$ cat src/rtl/cpu_pkg.sv
// ----------------------------------------------------------------------------
// cpu_pkg
// Shared encodings for the 8-bit CPU control path. It holds the sequencer
// state enum, the instruction opcodes, the ALU operation codes, the BUS1 and
// BUS2 select codes, and the CCR flag bit positions.
// There are no ports. Import it with "import cpu_pkg::*;".
// ----------------------------------------------------------------------------
package cpu_pkg;

  typedef enum logic [3:0] {
    S_FETCH0 = 4'd0,
    S_FETCH1 = 4'd1,
    S_DECODE = 4'd2,
    S_OP0    = 4'd3,
    S_OP1    = 4'd4,
    S_DATA0  = 4'd5,
    S_DATA1  = 4'd6,
    S_EXEC   = 4'd7,
    S_HALT   = 4'd8
  } state_t;

  // Opcodes
  localparam logic [7:0] OP_LDA_IMM = 8'h86;
  localparam logic [7:0] OP_LDA_DIR = 8'h87;
  localparam logic [7:0] OP_LDB_IMM = 8'h88;
  localparam logic [7:0] OP_LDB_DIR = 8'h89;
  localparam logic [7:0] OP_STA_DIR = 8'h96;
  localparam logic [7:0] OP_STB_DIR = 8'h97;
  localparam logic [7:0] OP_ADD     = 8'h42;
  localparam logic [7:0] OP_SUB     = 8'h43;
  localparam logic [7:0] OP_AND     = 8'h44;
  localparam logic [7:0] OP_OR      = 8'h45;
  localparam logic [7:0] OP_INCA    = 8'h46;
  localparam logic [7:0] OP_DECA    = 8'h47;
  localparam logic [7:0] OP_BRA     = 8'h20;
  localparam logic [7:0] OP_BEQ     = 8'h21;
  localparam logic [7:0] OP_BNE     = 8'h22;
  localparam logic [7:0] OP_BMI     = 8'h23;
  localparam logic [7:0] OP_BCS     = 8'h24;
  localparam logic [7:0] OP_NOP     = 8'h00;
  localparam logic [7:0] OP_HLT     = 8'hFF;

  // ALU operation codes
  localparam logic [3:0] ALU_ADD = 4'd0;
  localparam logic [3:0] ALU_SUB = 4'd1;
  localparam logic [3:0] ALU_AND = 4'd2;
  localparam logic [3:0] ALU_OR  = 4'd3;
  localparam logic [3:0] ALU_INC = 4'd4;
  localparam logic [3:0] ALU_DEC = 4'd5;

  // BUS1 sources
  localparam logic [1:0] BUS1_PC = 2'd0;
  localparam logic [1:0] BUS1_A  = 2'd1;
  localparam logic [1:0] BUS1_B  = 2'd2;

  // BUS2 sources
  localparam logic [2:0] BUS2_ALU  = 3'd0;
  localparam logic [2:0] BUS2_BUS1 = 3'd1;
  localparam logic [2:0] BUS2_MEM  = 3'd2;
  localparam logic [2:0] BUS2_IMM  = 3'd3;
  localparam logic [2:0] BUS2_ADDR = 3'd4;

  // CCR flag positions {N,Z,V,C}
  localparam int FLAG_N = 3;
  localparam int FLAG_Z = 2;
  localparam int FLAG_V = 1;
  localparam int FLAG_C = 0;

  // An ALU opcode maps directly to its ALU operation code.
  function automatic logic [3:0] aluSelFor(input logic [7:0] op);
    case (op)
      OP_ADD:  aluSelFor = ALU_ADD;
      OP_SUB:  aluSelFor = ALU_SUB;
      OP_AND:  aluSelFor = ALU_AND;
      OP_OR:   aluSelFor = ALU_OR;
      OP_INCA: aluSelFor = ALU_INC;
      OP_DECA: aluSelFor = ALU_DEC;
      default: aluSelFor = ALU_ADD;
    endcase
  endfunction

endpackage

$ cat src/rtl/control_unit_branch_eval.sv
// ----------------------------------------------------------------------------
// branch_eval
// Combinational branch condition evaluator.
// Ports:
//   IR         : current instruction (one of the branch opcodes)
//   CCR_Result : flags {N,Z,V,C}
//   taken      : 1 when the branch in IR should be taken
// Any opcode that is not a branch reports "not taken".
// ----------------------------------------------------------------------------
module branch_eval
  import cpu_pkg::*;
(
  input  logic [7:0] IR,
  input  logic [3:0] CCR_Result,
  output logic       taken
);

  // Pick the flag that each conditional branch tests.
  always_comb begin
    taken = 1'b0;
    case (IR)
      OP_BRA:  taken = 1'b1;
      OP_BEQ:  taken = CCR_Result[FLAG_Z];
      OP_BNE:  taken = ~CCR_Result[FLAG_Z];
      OP_BMI:  taken = CCR_Result[FLAG_N];
      OP_BCS:  taken = CCR_Result[FLAG_C];
      default: taken = 1'b0;
    endcase
  end

endmodule

$ cat src/rtl/control_unit.sv
// ----------------------------------------------------------------------------
// control_unit
// Multi-cycle fetch/decode/execute sequencer for the 8-bit CPU data path.
// Ports:
//   clk, reset         : rising-edge clock and synchronous active-low reset
//   IR, CCR_Result     : instruction register and flags from the data path
//   IR_Load, MAR_Load, PC_Load, PC_Inc, CCR_Load : data-path strobes
//   Bus1_Sel, Bus2_Sel : bus source selects
//   addr_sel           : 0 = PC drives the address, 1 = MAR drives it
//   ALU_Sel            : ALU operation (non-zero only in S_EXEC)
//   reg_we, reg_sel    : register-file write enable and target (0=A, 1=B)
//   mem_we             : memory write enable
//   halted             : high while in S_HALT
// All outputs are Moore: they are decoded from the state and IR, and from
// CCR_Result in S_OP1.
// ----------------------------------------------------------------------------
module control_unit
  import cpu_pkg::*;
(
  input  logic       clk,
  input  logic       reset,
  input  logic [7:0] IR,
  input  logic [3:0] CCR_Result,
  output logic       IR_Load,
  output logic       MAR_Load,
  output logic       PC_Load,
  output logic       PC_Inc,
  output logic       CCR_Load,
  output logic [1:0] Bus1_Sel,
  output logic [2:0] Bus2_Sel,
  output logic       addr_sel,
  output logic [3:0] ALU_Sel,
  output logic       reg_we,
  output logic       reg_sel,
  output logic       mem_we,
  output logic       halted
);

  state_t state_q, state_d;
  logic   taken;

  branch_eval u_branch_eval (
    .IR         (IR),
    .CCR_Result (CCR_Result),
    .taken      (taken)
  );

  // Reset wins from every state, including S_HALT and mid-instruction.
  always_ff @(posedge clk) begin
    if (!reset) state_q <= S_FETCH0;
    else        state_q <= state_d;
  end

  always_comb begin
    state_d  = state_q;
    IR_Load  = 1'b0;
    MAR_Load = 1'b0;
    PC_Load  = 1'b0;
    PC_Inc   = 1'b0;
    CCR_Load = 1'b0;
    Bus1_Sel = BUS1_PC;
    Bus2_Sel = BUS2_ALU;
    addr_sel = 1'b0;
    ALU_Sel  = ALU_ADD;
    reg_we   = 1'b0;
    reg_sel  = 1'b0;
    mem_we   = 1'b0;
    halted   = 1'b0;

    case (state_q)
      S_FETCH0: state_d = S_FETCH1;

      // The opcode is on the memory bus here because the read latency is one
      // cycle after the PC was presented in S_FETCH0.
      S_FETCH1: begin
        Bus2_Sel = BUS2_MEM;
        IR_Load  = 1'b1;
        PC_Inc   = 1'b1;
        state_d  = S_DECODE;
      end

      S_DECODE: begin
        case (IR)
          OP_LDA_IMM, OP_LDA_DIR, OP_LDB_IMM, OP_LDB_DIR,
          OP_STA_DIR, OP_STB_DIR,
          OP_BRA, OP_BEQ, OP_BNE, OP_BMI, OP_BCS:  state_d = S_OP0;
          OP_ADD, OP_SUB, OP_AND, OP_OR,
          OP_INCA, OP_DECA:                        state_d = S_EXEC;
          OP_HLT:                                  state_d = S_HALT;
          default:                                 state_d = S_FETCH0;
        endcase
      end

      S_OP0: state_d = S_OP1;

      // The operand byte (immediate, direct address or branch target) arrives
      // from memory in this state.
      S_OP1: begin
        state_d = S_FETCH0;
        case (IR)
          OP_LDA_IMM, OP_LDB_IMM: begin
            Bus2_Sel = BUS2_MEM;
            reg_we   = 1'b1;
            reg_sel  = (IR == OP_LDB_IMM);
            PC_Inc   = 1'b1;
          end
          OP_LDA_DIR, OP_LDB_DIR, OP_STA_DIR, OP_STB_DIR: begin
            Bus2_Sel = BUS2_MEM;
            MAR_Load = 1'b1;
            PC_Inc   = 1'b1;
            state_d  = S_DATA0;
          end
          OP_BRA, OP_BEQ, OP_BNE, OP_BMI, OP_BCS: begin
            if (taken) begin
              Bus2_Sel = BUS2_MEM;
              PC_Load  = 1'b1;
            end else begin
              PC_Inc   = 1'b1;
            end
          end
          default: state_d = S_FETCH0;
        endcase
      end

      S_DATA0: begin
        state_d = S_FETCH0;
        case (IR)
          OP_LDA_DIR, OP_LDB_DIR: begin
            addr_sel = 1'b1;
            state_d  = S_DATA1;
          end
          OP_STA_DIR, OP_STB_DIR: begin
            addr_sel = 1'b1;
            Bus1_Sel = (IR == OP_STB_DIR) ? BUS1_B : BUS1_A;
            mem_we   = 1'b1;
          end
          default: state_d = S_FETCH0;
        endcase
      end

      S_DATA1: begin
        addr_sel = 1'b1;
        Bus2_Sel = BUS2_MEM;
        reg_we   = 1'b1;
        reg_sel  = (IR == OP_LDB_DIR);
        state_d  = S_FETCH0;
      end

      S_EXEC: begin
        Bus1_Sel = BUS1_A;
        Bus2_Sel = BUS2_ALU;
        ALU_Sel  = aluSelFor(IR);
        reg_we   = 1'b1;
        reg_sel  = 1'b0;
        CCR_Load = 1'b1;
        state_d  = S_FETCH0;
      end

      S_HALT: begin
        halted  = 1'b1;
        state_d = S_HALT;
      end

      default: state_d = S_FETCH0;
    endcase
  end

endmodule

$ cat config.mk
export PLATFORM = sky130hd
export DESIGN_NAME = control_unit
export DESIGN_NICKNAME = d
export VERILOG_FILES = /design/src/rtl/cpu_pkg.sv /design/src/rtl/control_unit_branch_eval.sv /design/src/rtl/control_unit.sv
export SDC_FILE = /design/constraint.sdc
export NUM_CORES = 1
export LEC_CHECK = 0
export CORE_UTILIZATION = 25
export DETAILED_ROUTE_END_ITERATION = 10
export PLACE_DENSITY = 0.54
export SLEW_MARGIN = 30
export SYNTH_ARGS = -nofsm -noshare
export SYNTH_HDL_FRONTEND = slang
export SYNTH_HIERARCHICAL = 1
export SYNTH_SLANG_ARGS = --single-unit
$ cat constraint.sdc
create_clock -name clk -period 7.4 [get_ports clk]
set_input_delay 1.85 -clock clk [delete_from_list [all_inputs] [get_ports clk]]
set_output_delay 1.85 -clock clk [all_outputs]
set_load 0.02 [all_outputs]
## After elaboration in Yosys (flattened, before gate mapping)

Cells that the tools add are included.

- Register bits: 4
- Bits of input ports: 14
- Output and inout bits: 19
- Logic and storage cells: 70

- Equality and inequality tests: 26
- Multiplexer cells: 31
- Bitwise gates (word level): 1
- Reductions and logical operators: 11

Operator list:

| operator | count |
|---|---|
| 8-bit == test, second input constant | 7 |
| 8-bit by 7-bit == test with 1-bit output, second input constant | 6 |
| 8-bit by 6-bit == test with 1-bit output, second input constant | 5 |
| 4-bit case mux with 7 select lines | 1 |
| 4-bit by 3-bit == test with 1-bit output, second input constant | 4 |
| 3-bit case mux with 5 select lines | 1 |
| 1-bit 2-to-1 mux | 13 |
| 2-bit case mux with 2 select lines | 3 |
| 4-bit case mux with 3 select lines | 1 |
| 6-bit OR reduction | 2 |
| 11-bit OR reduction | 1 |
| 1-bit case mux with 2 select lines | 5 |
| 2-bit OR reduction | 5 |
| 3-bit 2-to-1 mux | 3 |
| 4-bit by 2-bit == test with 1-bit output, second input constant | 2 |
| 2-bit 2-to-1 mux | 3 |
| 1-bit case mux with 5 select lines | 1 |
| 5-bit OR reduction | 1 |
| 4-bit by 1-bit == test with 1-bit output, second input constant | 1 |
| 4-bit == test, second input constant | 1 |
| 4-bit logical NOT | 1 |
| 4-bit OR reduction | 1 |
| 1-bit NOT | 1 |

## Depth between registers and ports, before layout

Gate-level depths: netlist of the first run.

- Depth in word-level cells: 5
- Mapped depth: 5
- Gate-level depth less buffers: 5

## Cells and area by module

The synthesis of the first run kept the hierarchy.

By module, submodules not included:

| module | instances | cells an instance | area each (um^2) | sequential area each (um^2) |
|---|---|---|---|---|
| control_unit | 1 | 83 | 565.5 | 80.1 |
| branch_eval | 1 | 8 | 52.6 | 0.0 |

## Worst setup path before layout of the first run

Ideal clock, no wire load.

- Kind: input to output
- Start: in IR[5]
- End: out ALU_Sel[0]
- Data arrival time: 3.401 ns
- Path slack: 2.149 ns
- Stages on the path: 3
- Path through: or4b_1 or3_1 nor4_1

- Longest elaborated chain between the ends: 3
- Elaborated cells between the ends (all ways): 7
- Classes of those cells: eq/ne (5); mux (2)

Ends and longest elaborated chain:

| element | RTL line | RTL |
|---|---|---|
| start: declaration | control_unit.sv:22 | `input logic [7:0] IR,` |
| 8-bit by 7-bit == test with 1-bit output | cpu_pkg.sv:71 | `case (op)` |
| 3-bit case mux with 5 select lines (*) | cpu_pkg.sv:71 |  |
| 3-bit 2-to-1 mux (*) | control_unit.sv:70 | `case (state_q)` |
| end: declaration | control_unit.sv:32 | `output logic [3:0] ALU_Sel,` |

Every way passes the cells marked *; elsewhere a longest branch is shown, timed or not.

## Final worst setup path of the first run

- Start: in IR[3]
- End: out Bus2_Sel[1]

- Longest elaborated chain between the ends: 5
- Elaborated cells between the ends (all ways): 17
- Classes of those cells: eq/ne (11); mux (4); reduce/logical (2)

Ends and longest elaborated chain:

| element | RTL line | RTL |
|---|---|---|
| 8-bit by 6-bit == test with 1-bit output | control_unit_branch_eval.sv:21, control_unit.sv:100 |  |
| 1-bit case mux with 5 select lines | control_unit_branch_eval.sv:21 | `case (IR)` |
| 2-bit 2-to-1 mux | control_unit.sv:114 | `if (taken) begin` |
| 2-bit case mux with 2 select lines (*) | control_unit.sv:100 | `case (IR)` |
| 2-bit case mux with 2 select lines (*) | control_unit.sv:70 |  |
| end: declaration | control_unit.sv:30 | `output logic [2:0] Bus2_Sel,` |

Marks and branches as above.

==> results of run 1 <==
cells in the mapped netlist, types with 2 or more instances:
cell,instances
nor3_1,3
o21a_1,2
or3_1,2
nand3b_1,2
dfxtp_1,4
nor4b_1,3
nand2b_1,2
o211ai_1,2
nand2_1,6
or3b_2,2
a31oi_1,3
o21ai_0,3
nand3_1,3
buf_2,2
buf_4,4
a21oi_1,3
nor2_1,12
inv_1,8
nor4_1,3
or4b_1,3
o22ai_1,2
cells by family (layout without fill, tap and decap cells):
group | Yosys count | in the layout | synth area share (%)
and+or+nand+nor | 47 | 47 | 46.8
other | 1 | 3 | 0.607
DFF | 4 | 4 | 13.0
buffers and inverters | 15 | 39 | 11.9
AOI/OAI and AO/OA | 22 | 22 | 24.7
muxes | 1 | 1 | 1.62
xor gates and xnor gates | 1 | 1 | 1.42
layout make-up:
class	instances	area [um^2]	share of cell area, %
Multi-Input combinational cell	74	472	51.3
Sequential cell	4	80.1	8.71
Tap cell	28	35.0	3.81
Clock buffer	3	22.5	2.45
Inverter	8	30.0	3.27
Timing Repair Buffer	28	280	30.5
where the power goes:
group / switching (mW) / internal [mW] / leakage, nW
logic: 0.0170 / 0.0163 / 0.289
registers: 0.00393 / 0.0229 / 0.0327
clock network: 0.00813 / 0.0181 / 0.0138
critical path: stages:
cell	delay (ns)
clkdlybuf4s50_1	0.68
or4b_4	0.53
a2111o_1	0.38
a21o_1	0.21
o211ai_2	0.07
clkdlybuf4s50_1	0.62
final timing paths:
path / end / cells after the start
min reg2reg: state_q[3] / 3
max reg2reg: state_q[0] / 4
min: state_q[3] / 3
max: Bus2_Sel[1] / 6
per-layer routing:
metal  GRT usage, %  wire [um]
met5              0          0
met4          0.450          0
met3           4.97        106
met2           22.1        770
met1           20.8        854
metrics by stage:
stage                     hold WS (ns)  utilization (%)
after floorplan                  0.641                -
after global placement           0.681             39.4
after detailed placement         0.683             39.4
after CTS                        0.697             40.4
after global routing             0.756             40.4
final                            0.697             40.4
==> results_dict.tcl, run 1 <==
set metrics [dict create \
    outcome "completed" \
    reg_top3 "state_q: 4 flops" \
    hold_viol_final 0 \
    placed_area_um2 897 \
    largest_register "state_q" \
    syn_inst 91 \
    p_leak_nw 0.335 \
    grt_pass1_wl_um 3020 \
    final_common_cell "clkdlybuf4s50_1" \
    root_buffer "clkbuf_4" \
    async_flop_share_pct 0 \
    fmax_ghz 0.161 \
    numCtsBuffers 3 \
    crit_start "IR[3]" \
    layout_common_cells "clkdlybuf4s50_1 (28), nor2_1 (12), inv_1 (8)" \
    post_cts_resize_count 0 \
    cap_violations 0 \
    post-route-period-util_pct 83.8 \
    drt-total-wl_um 1730 \
    wl_per_cell_um 11.9 \
    ys_ff_latch 4 \
    die_y_um 51.7 \
    dp_hpwl_um 1350 \
    final.setup.worst_slack_ns 1.20 \
    core_um2 2280 \
    rsz0062_at_grt "no" \
    postCtsSetupBuffers 0 \
    crit_fanout 10 \
    ir_worst_vdd_uv 79.2 \
    clock_skew_ns 0.000476 \
    grt_max_degree 15 \
    row_count 17 \
    yosys.area.top_type "dfxtp_1" \
    fill_cells 247 \
    cts_sinks 4 \
    cp.required_ns 5.55 \
    die_w_um 51.7 \
    synth_area_leaders "dfxtp_1 (13%), nor2_1 (7.3%), or4b_1 (4.9%)" \
    worstPathArrival_ns 4.35 \
    finalCriticalPeriod_ns 6.20 \
    layout-drive-gt1-share_pct 7.69 \
    r2r_start "state_q[1]" \
    final_area_um2 920 \
    clk_latency_ns 0.23 \
    antenna_cells 0 \
    holdBufCountCts 0 \
    path_class "in -> out" \
    dp_slack_ns 1.21 \
    nets 133 \
    hold_class "reg -> reg" \
    finalSetupViolCount 0 \
    placed_cells 142 \
    first_iter_violations 9 \
    portBuffers 28 \
    synth-edff-count 0 \
    io_pins 33 \
    via_per_inst 5.21 \
    drc 0 \
    dominantRegCellSynth "dfxtp_1" \
    worst_setup_path_start_kind "input pin" \
    grt_pass1_vias 686 \
    yosysUniqueCellTypes 38 \
    vias 756 \
    start_util_pct 27.2 \
    grt-ovfl-total 0 \
    reg2reg_slack_ns 5.69 \
    clk_path_buf_depth 2 \
    syn-cell-area_um2 618 \
    tritoncts "yes" \
    totalPowerFinal_uw 86.3 \
    cts_max_level 1 \
    avgSynthCellArea_um2 6.79 \
    synth_warnings 6 \
    ant_nets 0 \
    area_growth_pct 48.8 \
    track_usage_pct 14.6 \
    fin_setup_tns_ns 0 \
    largest_register_ffs 4 \
    worstHoldStart "state_q[3]" \
    grt_antenna_before_repair 0 \
    synthDominantCellAreaShare_pct 13.0 \
    globalplace.congestion 0.771 \
    dieArea_um2 2670 \
    crit_path_end_kind "primary output" \
    power.density_nw_per_um2 93.9 \
    ys_seq_area_share_pct 13.0 \
    drv_slew 0 \
    first_pass_iters 4 \
    cts.clk_slew.worst_paths_ns 0.03 \
    fin_cells 145 \
]
(Power assumes the default switching activity.)
==> inputs of run 2 (changes only) <==
Clock period 7.4 ns to 5.71 ns, I/O delays scaled along.
==> results_dict.tcl, run 2 (same netlist as run 1, synthesis figures left out) <==
set metrics [dict create \
    outcome "completed" \
    hold_class "reg -> reg" \
    tritoncts "yes" \
    finalSetupViolCount 0 \
    largest_register "state_q" \
    cts.clk_slew.worst_paths_ns 0.04 \
    grt_max_degree 15 \
    dp_hpwl_um 1430 \
    clk_latency_ns 0.24 \
    fill_cells 253 \
    r2r_end "state_q[0]" \
    grt_pass1_wl_um 3100 \
    r2r_cells 4 \
    reg2reg_slack_ns 3.99 \
    pwr-share-seq_pct 30.3 \
    rsz0062_at_grt "no" \
    path_cells "clkdlybuf4s50_1 > or4b_1 > nor4_1 > nand2_1 > o211ai_2 > clkdlybuf4s50_1" \
    crit_path_end_kind "primary output" \
    layout-drive-gt1-share_pct 10.0 \
    area_growth_pct 52.4 \
    clk_path_buf_depth 2 \
    antenna_cells 0 \
    vias 770 \
    regArea_um2 80.1 \
    row_count 17 \
    worstPathArrival_ns 3.88 \
    cap_violations 0 \
    slowest_stage "clkdlybuf4s50_1" \
    holdBufCountCts 0 \
    placed_cells 145 \
    max_stage_delay_ns 0.62 \
    portBuffers 28 \
    combPwrFrac_pct 39.0 \
    grt_pass1_vias 715 \
    grt-ovfl-total 0 \
    drt-total-wl_um 1780 \
    wl_per_cell_um 12.0 \
    cp.required_ns 4.28 \
    r2r_start "state_q[1]" \
    multiInputGateArea_um2 472 \
    fmax_ghz 0.188 \
    postCtsSetupBuffers 0 \
    drc 0 \
    power.internal_uw 75.7 \
    wl_met3_um 92 \
    nets 136 \
    io_pins 33 \
    finalCriticalPeriod_ns 5.31 \
    final_common_cell "clkdlybuf4s50_1" \
    crit_start "IR[4]" \
    post-route-util_pct 41.4 \
    totalPowerFinal_uw 115 \
    p_leak_nw 0.350 \
    holdPathStages 3 \
    via_per_inst 5.20 \
    first_pass_iters 4 \
    track_usage_pct 15.0 \
    worst_setup_path_start_kind "input pin" \
    cts_max_level 1 \
    p_sw_uw 39.2 \
    start_util_pct 27.2 \
    hold_viol_final 0 \
    path_class "in -> out" \
    first_iter_violations 16 \
    layout_common_cells "clkdlybuf4s50_1 (28), nor2_1 (12), inv_1 (8)" \
    dieArea_um2 2670 \
    crit_end "Bus2_Sel[1]" \
    fin_cells 148 \
    root_buffer "clkbuf_4" \
    grt_antenna_before_repair 0 \
    drv_slew 0 \
    clock_skew_ns 0.00168 \
    p_clk_share_pct 30.6 \
    crit_fanout 8 \
    netSwitchingFraction_pct 34.1 \
    post_cts_resize_count 0 \
    ir_worst_vdd_uv 96.5 \
    ant_nets 0 \
    core_um2 2280 \
    numCtsBuffers 3 \
    wl_met1_um 918 \
    largest_register_ffs 4 \
    globalplace.congestion 0.768 \
    die_w_um 51.7 \
    die_y_um 51.7 \
    post-route-period-util_pct 92.9 \
    top_layer "met3" \
    cts_sinks 4 \
    power.density_nw_per_um2 122 \
    reg_top3 "state_q: 4 flops" \
    met2_length_um 769 \
    fin_setup_tns_ns 0 \
    crit_top_cell "clkdlybuf4s50_1" \
]
## run 2: cell types whose count changed in the layout (fill, tap and decap cells not counted)
cell   before  now
buf_4       0    3
## run 2: per-layer routing
layer	track usage [%]	vias to the layer above
met2	24.0	21
li1	-	396
met1	20.8	353
met4	1.35	0
met5	0	-
met3	3.80	0
## run 2: worst max-delay path, delay by kind of cell
kind	cells	cell delay, ns
and+or+nand+nor	3	1.19
buffers and inverters	2	1.17
AOI/OAI and AO/OA	1	0.09
## run 2: area by class of cell
cell class	count	area share [%]
repair buffers	31	32.1
inverters	8	3.19
flip-flops and latches	4	8.50
clock buffers	3	2.39
well taps	28	3.72
multi-input cells	74	50.1
## run 2: worst min-delay path by stage
stage | startpoint | endpoint | slack, ns
CTS | state_q[1] | state_q[2] | 0.70
floorplan | state_q[3] | state_q[0] | 0.64
global placement | state_q[3] | state_q[3] | 0.69
finish | state_q[3] | state_q[3] | 0.71
global route | state_q[3] | state_q[3] | 0.76
detailed placement | state_q[1] | state_q[2] | 0.69
## run 2: metrics by stage
stage | setup slack (ns) | cell area (um^2) | hold WS, ns
2_1_floorplan | 1.30 | 626 | 0.641
3_3_place_gp | 0.413 | 920 | 0.686
3_5_place_dp | 0.388 | 920 | 0.690
4_1_cts | 0.402 | 942 | 0.699
5_1_grt | 0.231 | 942 | 0.755
6_report | 0.403 | 942 | 0.706
## run 2: power by group through the flow
| stage | sequential, mW | combinational (mW) | clock (mW) |
|---|---|---|---|
| after floorplan | 0.0312 | 0.0292 | 0 |
| after global placement | 0.0355 | 0.0447 | 0 |
| after detailed placement | 0.0352 | 0.0448 | 0 |
| after CTS | 0.0347 | 0.0450 | 0.0361 |
| after global routing | 0.0353 | 0.0491 | 0.0382 |
| final | 0.0349 | 0.0448 | 0.0352 |
==> inputs of run 3 (changes only) <==
Settings changed: CORE_ASPECT_RATIO from default to 1.25.
==> results_dict.tcl, run 3 (same netlist as run 1, synthesis figures left out) <==
set metrics [dict create \
    tritoncts "yes" \
    pwr-share-seq_pct 30.6 \
    fmax_ghz 0.186 \
    first_iter_violations 19 \
    grt_antenna_before_repair 0 \
    crit_path_end_kind "primary output" \
    finalSetupViolCount 0 \
    slowest_stage "clkdlybuf4s50_1" \
    placed_cells 148 \
    worstPathArrival_ns 3.94 \
    power.internal_uw 75.7 \
    die_y_um 57.6 \
    cp.required_ns 4.28 \
    fill_cells 242 \
    clock_skew_ns 0.00260 \
    combPwrFrac_pct 38.6 \
    ir_worst_vdd_uv 47.4 \
    hold_viol_final 0 \
    fin_cells 151 \
    grt_max_degree 15 \
    max_slew_margin_pct 65.8 \
    first_pass_iters 4 \
    grt_pass1_vias 705 \
    post_cts_resize_count 0 \
    layout_common_cells "clkdlybuf4s50_1 (28), nor2_1 (12), inv_1 (8)" \
    final_area_um2 946 \
    cts_max_level 1 \
    crit_family "simple AND/OR/NAND/NOR gates" \
    p_sw_uw 39.8 \
    dieArea_um2 2680 \
    die_w_um 46.5 \
    cts.clk_slew.worst_paths_ns 0.04 \
    path_cells "clkdlybuf4s50_1 > or4b_1 > nor4_1 > nand2_1 > o211ai_2 > clkdlybuf4s50_1" \
    path_class "in -> out" \
    io_pins 33 \
    rsz0062_at_grt "no" \
    totalPowerFinal_uw 115 \
    netSwitchingFraction_pct 34.4 \
    root_buffer "clkbuf_4" \
    drt-total-wl_um 1900 \
    worst_setup_path_start_kind "input pin" \
    track_usage_pct 15.8 \
    core_um2 2260 \
    nets 136 \
    portBuffers 28 \
    largest_register_ffs 4 \
    largest_register "state_q" \
    layout-drive-gt1-share_pct 10.0 \
    power.density_nw_per_um2 122 \
    clk_latency_ns 0.24 \
    hold_class "reg -> reg" \
    ant_nets 0 \
    p_clk_share_pct 30.8 \
    globalplace.congestion 0.819 \
    postCtsSetupBuffers 0 \
    grt-ovfl-total 0 \
    finalCriticalPeriod_ns 5.37 \
    path_buf_inv 2 \
    post-route-period-util_pct 94.1 \
    antenna_cells 0 \
    max_stage_delay_ns 0.61 \
    via_per_inst 5.19 \
    p_leak_nw 0.350 \
    placed_area_um2 923 \
    fin_setup_tns_ns 0 \
    start_util_pct 27.4 \
    cap_violations 0 \
    crit_fanout 8 \
    grt_pass1_wl_um 3140 \
    row_count 19 \
    final_common_cell "clkdlybuf4s50_1" \
    wl_per_cell_um 12.6 \
    drv_slew 0 \
    holdBufCountCts 0 \
    dp_hpwl_um 1430 \
    crit_top_cell "clkdlybuf4s50_1" \
    drc 0 \
    area_growth_pct 53.0 \
    numCtsBuffers 3 \
    vias 783 \
    clk_path_buf_depth 2 \
    worst_pin_slew_ns 0.508 \
    reg_top3 "state_q: 4 flops" \
    cts_sinks 4 \
    outcome "completed" \
]
-- run 3: cell type report --
cell class | instances | area [um^2] | share of cell area [%]
Clock buffer | 3 | 22.5 | 2.38
Inverter | 8 | 30.0 | 3.17
Multi-Input combinational cell | 74 | 472 | 49.9
Sequential cell | 4 | 80.1 | 8.47
Tap cell | 31 | 38.8 | 4.10
Timing Repair Buffer | 31 | 303 | 32.0
-- run 3: power by group through the flow --
stage | Combinational, mW | Clock, mW | Sequential [mW]
after floorplan | 0.0292 | 0 | 0.0312
after global placement | 0.0444 | 0 | 0.0357
after detailed placement | 0.0443 | 0 | 0.0356
after CTS | 0.0446 | 0.0360 | 0.0352
after global routing | 0.0484 | 0.0375 | 0.0361
final | 0.0446 | 0.0355 | 0.0354
-- run 3: worst reg2reg max path, stage by stage (launching register included) --
cell and delay, ns:
dfxtp_1 0.56, or4b_1 0.53, a211oi_1 0.31, a21oi_1 0.09, a31oi_1 0.16
-- run 3: routing by layer --
layer,GRT usage (%),wire (um)
met2,24.4,908
met4,7.56,43
met3,1.90,117
met5,0,0
met1,21.1,830
-- run 3: worst paths after layout --
check,from,endpoint,slack (ns),cells past startpoint
worst min-delay path,state_q[1],state_q[2],0.71,2
worst max-delay path,IR[4],Bus2_Sel[1],0.34,6
worst max register to register,state_q[1],state_q[0],3.98,4
worst min register to register,state_q[1],state_q[2],0.71,2
-- run 3: metrics by stage --
step / hold slack [ns] / setup slack (ns) / utilization [%]
2_1_floorplan: 0.641 / 1.30 / -
3_3_place_gp: 0.699 / 0.351 / 40.9
3_5_place_dp: 0.703 / 0.351 / 40.9
4_1_cts: 0.706 / 0.348 / 41.9
5_1_grt: 0.776 / 0.206 / 41.9
6_report: 0.714 / 0.340 / 41.9
